**config.mk**
```make
export PLATFORM = sky130hd
export DESIGN_NAME = alu_arbiter
export DESIGN_NICKNAME = d
export VERILOG_FILES = /design/src/rtl/alu_pkg.sv /design/src/rtl/rr_arb2.sv /design/src/rtl/alu_arbiter.sv
export SDC_FILE = /design/constraint.sdc
export NUM_CORES = 1
export LEC_CHECK = 0
export CORE_MARGIN = 4
export CORE_UTILIZATION = 36
export DETAILED_ROUTE_END_ITERATION = 10
export PLACE_DENSITY = 0.82
export SLEW_MARGIN = 20
export SYNTH_ARGS = -nofsm -noshare
export SYNTH_HDL_FRONTEND = slang
export SYNTH_SLANG_ARGS = --single-unit
```
**constraint.sdc**
```tcl
create_clock -name clk -period 1.38 [get_ports clk]
set_input_delay 0.276 -clock clk [delete_from_list [all_inputs] [get_ports clk]]
set_output_delay 0.276 -clock clk [all_outputs]
set_load 0.05 [all_outputs]
```
**src/rtl/alu_pkg.sv**
```systemverilog
// Shared opcode constants and sequencer state encoding for the ALU arbiter.
package alu_pkg;

  localparam logic [2:0] ALU_ADD  = 3'b000;
  localparam logic [2:0] ALU_SUB  = 3'b001;
  localparam logic [2:0] ALU_AND  = 3'b010;
  localparam logic [2:0] ALU_OR   = 3'b011;
  localparam logic [2:0] ALU_XOR  = 3'b100;
  localparam logic [2:0] ALU_NOTA = 3'b101;
  localparam logic [2:0] ALU_NAND = 3'b110;

  typedef enum logic [1:0] {
    ST_IDLE = 2'd0,
    ST_EXEC = 2'd1,
    ST_RESP = 2'd2
  } state_t;

endpackage

```
**src/rtl/rr_arb2.sv**
```systemverilog
// Two-way round-robin grant: on contention the requester that was not served last wins.
module rr_arb2 (
  input  logic [1:0] valid,
  input  logic       last_grant,
  output logic [1:0] grant
);

  always_comb begin
    grant = valid;
    if (valid == 2'b11) begin
      grant = last_grant ? 2'b01 : 2'b10;
    end
  end

endmodule

```
**src/rtl/alu_arbiter.sv**
```systemverilog
// Shares one combinational ALU between two requesters: arbitrate, register operands,
// capture the result one cycle later and hold it on the owner's response channel.
//
// state   | meaning
// IDLE    | waiting for a request; grant is offered combinationally
// EXEC    | ALU settling from registered operands; result captured at the edge
// RESP    | result presented to the owner until it takes it
module alu_arbiter
  import alu_pkg::*;
#(
  parameter int WIDTH = 8,
  parameter int SEL_W = 3
) (
  input  logic             clk,
  input  logic             rst_n,
  input  logic             req0_valid,
  output logic             req0_ready,
  input  logic [WIDTH-1:0] req0_a,
  input  logic [WIDTH-1:0] req0_b,
  input  logic [SEL_W-1:0] req0_sel,
  output logic             rsp0_valid,
  input  logic             rsp0_ready,
  output logic [WIDTH-1:0] rsp0_data,
  output logic             rsp0_zero,
  input  logic             req1_valid,
  output logic             req1_ready,
  input  logic [WIDTH-1:0] req1_a,
  input  logic [WIDTH-1:0] req1_b,
  input  logic [SEL_W-1:0] req1_sel,
  output logic             rsp1_valid,
  input  logic             rsp1_ready,
  output logic [WIDTH-1:0] rsp1_data,
  output logic             rsp1_zero,
  output logic [WIDTH-1:0] alu_a,
  output logic [WIDTH-1:0] alu_b,
  output logic [SEL_W-1:0] alu_sel,
  input  logic [WIDTH-1:0] alu_out,
  output logic             busy
);

  state_t             state_q, state_d;
  logic [WIDTH-1:0]   alu_a_q, alu_a_d;
  logic [WIDTH-1:0]   alu_b_q, alu_b_d;
  logic [SEL_W-1:0]   alu_sel_q, alu_sel_d;
  logic [WIDTH-1:0]   result_q, result_d;
  logic               zero_q, zero_d;
  logic               owner_q, owner_d;
  logic               last_grant_q, last_grant_d;
  logic               rsp0_valid_q, rsp0_valid_d;
  logic               rsp1_valid_q, rsp1_valid_d;
  logic               busy_q, busy_d;
  logic [1:0]         grant;
  logic               owner_rsp_ready;

  rr_arb2 u_rr_arb2 (
    .valid      ({req1_valid, req0_valid}),
    .last_grant (last_grant_q),
    .grant      (grant)
  );

  // Ready is gated by rst_n so a held reset never advertises acceptance.
  assign req0_ready = rst_n && (state_q == ST_IDLE) && grant[0];
  assign req1_ready = rst_n && (state_q == ST_IDLE) && grant[1];

  assign owner_rsp_ready = owner_q ? rsp1_ready : rsp0_ready;

  always_comb begin
    state_d      = state_q;
    alu_a_d      = alu_a_q;
    alu_b_d      = alu_b_q;
    alu_sel_d    = alu_sel_q;
    result_d     = result_q;
    zero_d       = zero_q;
    owner_d      = owner_q;
    last_grant_d = last_grant_q;
    rsp0_valid_d = rsp0_valid_q;
    rsp1_valid_d = rsp1_valid_q;
    busy_d       = busy_q;
    case (state_q)
      ST_IDLE: begin
        if (req0_ready || req1_ready) begin
          state_d   = ST_EXEC;
          busy_d    = 1'b1;
          owner_d   = grant[1];
          alu_a_d   = grant[1] ? req1_a   : req0_a;
          alu_b_d   = grant[1] ? req1_b   : req0_b;
          alu_sel_d = grant[1] ? req1_sel : req0_sel;
        end
      end
      ST_EXEC: begin
        state_d      = ST_RESP;
        result_d     = alu_out;
        zero_d       = (alu_out == '0);
        rsp0_valid_d = !owner_q;
        rsp1_valid_d = owner_q;
      end
      ST_RESP: begin
        if (owner_rsp_ready) begin
          state_d      = ST_IDLE;
          busy_d       = 1'b0;
          rsp0_valid_d = 1'b0;
          rsp1_valid_d = 1'b0;
          last_grant_d = owner_q;
        end
      end
      default: begin
        state_d      = ST_IDLE;
        busy_d       = 1'b0;
        rsp0_valid_d = 1'b0;
        rsp1_valid_d = 1'b0;
      end
    endcase
  end

  always_ff @(posedge clk or negedge rst_n) begin
    if (!rst_n) begin
      state_q      <= ST_IDLE;
      alu_a_q      <= '0;
      alu_b_q      <= '0;
      alu_sel_q    <= '0;
      result_q     <= '0;
      zero_q       <= 1'b0;
      owner_q      <= 1'b0;
      last_grant_q <= 1'b1;
      rsp0_valid_q <= 1'b0;
      rsp1_valid_q <= 1'b0;
      busy_q       <= 1'b0;
    end else begin
      state_q      <= state_d;
      alu_a_q      <= alu_a_d;
      alu_b_q      <= alu_b_d;
      alu_sel_q    <= alu_sel_d;
      result_q     <= result_d;
      zero_q       <= zero_d;
      owner_q      <= owner_d;
      last_grant_q <= last_grant_d;
      rsp0_valid_q <= rsp0_valid_d;
      rsp1_valid_q <= rsp1_valid_d;
      busy_q       <= busy_d;
    end
  end

  assign alu_a      = alu_a_q;
  assign alu_b      = alu_b_q;
  assign alu_sel    = alu_sel_q;
  assign busy       = busy_q;
  assign rsp0_valid = rsp0_valid_q;
  assign rsp1_valid = rsp1_valid_q;
  assign rsp0_data  = rsp0_valid_q ? result_q : '0;
  assign rsp1_data  = rsp1_valid_q ? result_q : '0;
  assign rsp0_zero  = rsp0_valid_q & zero_q;
  assign rsp1_zero  = rsp1_valid_q & zero_q;

endmodule

```
==> out/qor.csv, run 1 <==
stage,metric,value,unit
run_status,status,"complete, but fails checks",
run_status,violations,setup timing,
clock_tree,cts_hold_buf,0,
clock_tree,tritoncts,built,
cells_and_area,fillers,324,
grt,grt_usage,18.1,%
worst_setup_path,cp-start-kind,register,
placed_design,port_buffers,93,
grt,use_met1,19.1,%
synthesis,netlist_instances,158,
sta,rsz0062_at_grt,yes,
synthesis,synth_enable_flop_cells,0,
floorplan,initial_core_util,38.0,%
routing,via_per_inst,4.92,
sta,fin_crit_sh,125,%
synthesis,synth_top_cell_area_share,46.5,%
worst_setup_path,arrival,1440,ps
cells_and_area,fin_cells,344,
routing,wl_per_cell,16.2,um
synthesis,ys_types,32,
placed_design,dpl.cell_count,324,
sta,fin_ws,-340,ps
sta,clock_skew,1.72,ps
cells_and_area,nets,328,
synthesis,synth_area,1830,sq um
worst_setup_path,worstPathMaxFanout,4,
floorplan,dieWidth,79.3,um
synthesis,syn_area_per_cell,11.6,sq um
power_and_ir_drop,pwr-share-seq,24.6,%
grt,grt_use_met3,5.10,%
power_and_ir_drop,clockPowerShare,9.2,%
sta,hold_violations,0,
worst_setup_path,timing.rr.end,alu_b[2]$_DFFE_PN0P_,
sta,maxSlewHeadroom,69.7,%
synthesis,yosys-top-cells-area,"dfrtp_1 46%, a2bb2oi_2 15%, o32ai_1 9.1%",
power_and_ir_drop,p_sw_share,42.2,%
power_and_ir_drop,combPwrFrac,66.1,%
sta,finalSetupViolations,36,
cells_and_area,final_common_cell,clkdlybuf4s50_1,
grt,grt.busiest_layer,met2,
synthesis,ys_warn_count,0,
job,cap_viol_max_count,0,
cells_and_area,drive_gt1_share,45.1,%
power_and_ir_drop,p_switching,3460,uW
sta,fmax,581,MHz
floorplan,num_rows,25,
clock_tree,cts_buffers,5,
placed_design,routabilityCongestion,0.766,
routing,drt_pass1_iterations,6,
sta,maxSlewViolCount,0,
synthesis,seq_area_frac_synth,47.9,%
worst_setup_path,rr_worst_depth,7,
clock_tree,cts_max_level,2,
worst_setup_path,crit_path_start,state_q[1]$_DFFE_PN0P_,
cells_and_area,syn2layout_area_growth,100,%
floorplan,fp.dieArea,6290,sq um
clock_tree,cts-root-buf,clkbuf_8,
power_and_ir_drop,p_per_area,2240,nW/um^2
routing,drt-total-wl,5.59,mm
floorplan,fp.dieH,79.3,um
grt,grt_pass1_vias,1813,
routing,ant_nets,0,
clock_tree,clk_pin_slew_worst_paths,70,ps
grt,grt_max_degree,37,
cells_and_area,insertedDiodeCount,0,
routing,drt_iter0_markers,72,
grt,antenna_found_initial,0,
cells_and_area,post-route-util,76.1,%
grt,grt_pass1_wl,8.67,mm
clock_tree,insertion_delay,280,ps
grt,gr-usage-met2,35.8,%
power_and_ir_drop,ir_worst_vdd,1.51,mV
synthesis,ys.flop_type,dfrtp_1,
power_and_ir_drop,leakage,0.00154,uW
grt,grt_overflow_total,0,
routing,route.detailed.drc,0,
worst_setup_path,rrSetupSlack,-270,ps
worst_setup_path,criticalPathCategory,reg -> out,
worst_setup_path,reg2reg_from,state_q[1]$_DFFE_PN0P_,
worst_setup_path,cp-end-kind,output pin,
sta,worst_slew_pin_slew,455,ps
hold_path,hold_path.class,in -> async,
placed_design,pre_cts_ws,-370,ps
clock_tree,clockBufferDepth,2,
synthesis,synth_top_area_cell,dfrtp_1,
sta,whs,61.6,ps
routing,route.vias.total,1692,
sta,layout_min_cycle_time,1720,ps
synthesis,synth_seq_cells,35,
floorplan,ioPinCount,94,
synthesis,synth-async-reset-ratio,100,%
power_and_ir_drop,p_int,4740,uW
cells_and_area,final_cell_mix,"50 x clkdlybuf4s50_1, 47 x buf_12, 32 x dfrtp_1",
placed_design,hpwl,4.30,mm
clock_tree,clock-sinks,35,
floorplan,core_area,4820,sq um
synthesis,syn-num-nets,210,
worst_setup_path,crit_required,1100,ps
==> final cells by class <==
cell class	count	area (sq um)	area share, %
repair buffers	123	1680	45.9
clock buffers	7	86.3	2.36
flip-flops and latches	35	880	24.0
clock inverters	1	5.00	0.137
well taps	67	83.8	2.29
inverters	2	7.51	0.205
multi-input cells	109	922	25.2
==> per-stage QoR <==
stage | cell area, sq um | setup TNS, ps | total power, uW
floorplan | 1860 | -408 | 4570
global placement | 3370 | -6380 | 6950
detailed placement | 3370 | -7630 | 7080
CTS | 3630 | -4570 | 8190
global route | 3660 | -7940 | 8550
finish | 3660 | -6060 | 8200
==> synth_stat cells (2+ instances only) <==
cell type	count
nor2b_1	2
a21oi_1	2
a2bb2oi_2	18
nand2_1	27
o21ai_0	2
nor2_1	3
and2_1	18
clkbuf_1	8
nor4_1	2
inv_1	2
buf_12	2
o32ai_1	19
dfrtp_1	34
==> power groups by stage <==
stage	sequential (uW)	combinational (uW)	clock, uW
6_report	2020	5420	758
5_1_grt	2080	5640	830
4_1_cts	2010	5400	779
3_5_place_dp	2040	5040	0
3_3_place_gp	2000	4950	0
2_1_floorplan	2840	1730	0
==> worst max-delay path by stage <==
stage | cells past startpoint | end | slack, ps
final | 3 | req0_ready | -340
after global routing | 3 | req0_ready | -390
after CTS | 3 | req0_ready | -370
after detailed placement | 5 | alu_a[1]$_DFFE_PN0P_ | -370
after global placement | 4 | req0_ready | -300
after floorplan | 3 | req0_ready | -240
==> metal layers <==
metal	up-vias	share of wire (%)
li1	818	-
met1	800	38
met2	70	55
met4	0	0.48
met5	-	0
met3	4	6.4
==> worst max-delay path: stages, from the launching register on <==
cell	delay, ps
dfrtp_1	380
or3b_4	450
nor3_4	160
buf_6	180
==> kinds of logic after synthesis <==
group,synth area share (%)
AND/OR/NAND/NOR,18.0
AO/OA/AOI/OAI,28.2
flip-flops,47.9
buffers and inverters,5.26
multiplexers,0.615
==> state kept, by name, indices dropped and copies added (netlist names) <==
signal and flops:
alu_a 8, alu_b 8, alu_sel 3, busy 1, last_grant_q 1, owner_q 1, result_q 8, rsp0_valid 1
rsp1_valid 1, state_q 2, zero_q 1
==> timing repair <==
| action | in CTS | in global routing |
|---|---|---|
| gates resized for setup | 22 | 7 |
| pin swaps | 2 | 0 |
| endpoints found under the setup margin | 39 | 43 |
| buffers inserted | 9 | 2 |
| cloned | 1 | 0 |
(Power assumes the default switching activity.)
==> run 2: changes to the inputs <==
Settings changed: MAX_ROUTING_LAYER set to met4, SYNTH_HIERARCHICAL set to 1.
==> run 2 against run 1 <==
The flow still finishes with violations (setup timing). Critical path depth rose by 3. Combinational power rose by 7.7%. First-iteration DRC count decreased by 39%. Total power up 5.5%. Clock power decreased by 0.9%. Global-route usage decreased by 0.76 points. Clock skew is 6.2 ps higher. Core utilization fell by 0.57 points. Cell count is 1.2% lower. Wire length is 9.4% lower. Sequential cell count is the same.
==> out/qor.csv, run 2 <==
stage,metric,value,unit
floorplan,core_area,4820,sq um
cells_and_area,final_cell_mix,"48 x clkdlybuf4s50_1, 44 x buf_12, 32 x dfrtp_1",
cells_and_area,syn2layout_area_growth,99.8,%
synthesis,ys.flop_type,dfrtp_1,
run_status,violations,setup timing,
worst_setup_path,cp-end-kind,output pin,
routing,route.vias.total,1581,
clock_tree,clock-sinks,35,
routing,via_per_inst,4.65,
grt,antenna_found_initial,0,
worst_setup_path,worstPathMaxFanout,3,
synthesis,synth_area,1820,sq um
worst_setup_path,crit_path_start,last_grant_q$_DFFE_PN1P_,
worst_setup_path,path_cells,inv_2 -> a21boi_2 -> buf_4 -> nand2_4 -> clkinvlp_4 -> buf_12,
routing,drt_pass1_iterations,4,
worst_setup_path,criticalPathCategory,reg -> out,
sta,fin_setup_tns,-4490,ps
placed_design,place_area,3360,sq um
synthesis,synth_top_cell_area_share,46.7,%
synthesis,yosys-top-cells-count,"34 x dfrtp_1, 28 x nand2_1, 21 x mux2_2",
clock_tree,insertion_delay,280,ps
worst_setup_path,cp_num_buf_inv,4,
grt,grt_pass1_wl,8.09,mm
cells_and_area,final_common_cell,clkdlybuf4s50_1,
placed_design,port_buffers,93,
synthesis,syn-num-nets,202,
sta,layout_min_cycle_time,1700,ps
sta,clock_skew,7.94,ps
routing,drt_iter0_markers,44,
sta,maxSlewViolCount,0,
cells_and_area,fillers,333,
cells_and_area,drive_gt1_share,53.5,%
clock_tree,cts_max_level,2,
clock_tree,cts_hold_buf,0,
floorplan,fp.dieH,79.1,um
routing,drt-total-wl,5.06,mm
power_and_ir_drop,ir_worst_vdd,1.78,mV
routing,wl_per_cell,14.9,um
sta,fin_ws,-315,ps
floorplan,fp.dieArea,6260,sq um
synthesis,yosysMostFrequentCell,dfrtp_1,
sta,rsz0062_at_grt,yes,
sta,whs,61.1,ps
synthesis,synth_seq_cells,35,
sta,worst_slew_pin_slew,451,ps
placed_design,routabilityCongestion,0.819,
sta,finalSetupViolations,34,
job,cap_viol_max_count,0,
cells_and_area,insertedDiodeCount,0,
grt,grt_max_degree,36,
sta,fin_crit_sh,123,%
worst_setup_path,arrival,1420,ps
synthesis,synth_top_area_cell,dfrtp_1,
clock_tree,cts-root-buf,clkbuf_8,
clock_tree,clk_pin_slew_worst_paths,70,ps
floorplan,num_rows,25,
floorplan,initial_core_util,37.8,%
synthesis,syn_area_per_cell,12.1,sq um
clock_tree,clockBufferDepth,2,
power_and_ir_drop,p_total,8640,uW
floorplan,dieWidth,79.1,um
routing,ant_nets,0,
power_and_ir_drop,p_per_area,2380,nW/um^2
sta,fmax,590,MHz
worst_setup_path,crit_required,1100,ps
grt,grt_overflow_total,0,
routing,route.detailed.drc,0,
placed_design,hpwl,3.89,mm
grt,grt_pass1_vias,1702,
worst_setup_path,cp-start-kind,register,
worst_setup_path,slowest_stage,dfstp_2,
sta,maxSlewHeadroom,69.9,%
clock_tree,tritoncts,built,
grt,grt_usage,17.4,%
synthesis,synth_enable_flop_cells,0,
worst_setup_path,rrSetupSlack,-210,ps
worst_setup_path,rr_worst_depth,6,
synthesis,ys_types,28,
sta,hold_violations,0,
hold_path,hold_path.class,in -> async,
worst_setup_path,crit_family,flip-flops,
synthesis,ys_warn_count,6,
worst_setup_path,timing.rr.end,alu_a[3]$_DFFE_PN0P_,
worst_setup_path,cp_slowest_stage_delay,580,ps
synthesis,netlist_instances,150,
cells_and_area,final_area,3640,sq um
synthesis,seq_area_frac_synth,48.2,%
power_and_ir_drop,leakage,0.00164,uW
cells_and_area,nets,324,
run_status,status,"complete, but fails checks",
synthesis,yosys-top-cells-area,"dfrtp_1 47%, mux2_4 15%, mux2_2 13%",
clock_tree,cts_buffers,5,
floorplan,ioPinCount,94,
synthesis,synth-async-reset-ratio,100,%
worst_setup_path,reg2reg_from,last_grant_q$_DFFE_PN1P_,
[run 2: cell types whose count changed in the layout (fill, tap and decap cells not counted), sizes merged, moves of 3 or more]
cell,delta
nor2,-3
a2bb2oi,-19
o32ai,-19
mux2,+38
[run 2: worst max path at each step]
stage | end | slack (ps) | cells after the start
after floorplan | alu_a[3]$_DFFE_PN0P_ | -70 | 5
after global placement | alu_b[6]$_DFFE_PN0P_ | -490 | 5
after detailed placement | alu_a[3]$_DFFE_PN0P_ | -560 | 5
after CTS | req0_ready | -350 | 6
after global routing | req0_ready | -380 | 6
final | req0_ready | -320 | 6
[run 2: per-layer routing]
metal,up-vias,global-route usage [%],share of wire [%]
met5,-,-,0
met4,0,5.15,1.1
met3,5,3.97,5.8
met2,69,32.1,53
met1,752,18.4,40
li1,755,-,-
[run 2: repair_timing]
action | in CTS | in global routing
setup buffers | 12 | 1
setup endpoints to repair | 40 | 42
pin swaps | 6 | 1
gates resized for setup | 36 | 4
[run 2: cell families after synthesis]
| logic type | synth area share [%] |
|---|---|
| AOI/OAI and AO/OA | 4.88 |
| and+or+nand+nor | 15.3 |
| DFF | 48.2 |
| buffers and inverters | 3.78 |
| muxes | 27.8 |
[run 2: cell type report]
cell class / instances / area (sq um) / area share [%]
clock inverters: 1 / 5.00 / 0.138
clock buffers: 7 / 86.3 / 2.37
well taps: 67 / 83.8 / 2.30
flip-flops and latches: 35 / 880 / 24.2
repair buffers: 121 / 1610 / 44.3
inverters: 3 / 15.0 / 0.413
multi-input cells: 106 / 955 / 26.2
[run 2: report_power, final]
group          leakage [uW]  switching, uW  internal [uW]
clock             0.0000482            349            402
combinational       0.00117           2690           3150
sequential         0.000418            519           1540
[run 2: worst reg2reg max path, delay by kind of cell, from the launching register on]
kind	cells	cell delay, ps
AOI/OAI and AO/OA	2	290
DFF	1	580
buffers and inverters	3	300
muxes	1	300
[run 2: through the flow]
stage,util (%),setup slack (ps),instances
after floorplan,-,-66.4,150
after global placement,69.7,-493,319
after detailed placement,69.7,-561,319
after CTS,75.0,-350,339
after global routing,75.5,-382,340
final,75.5,-315,340
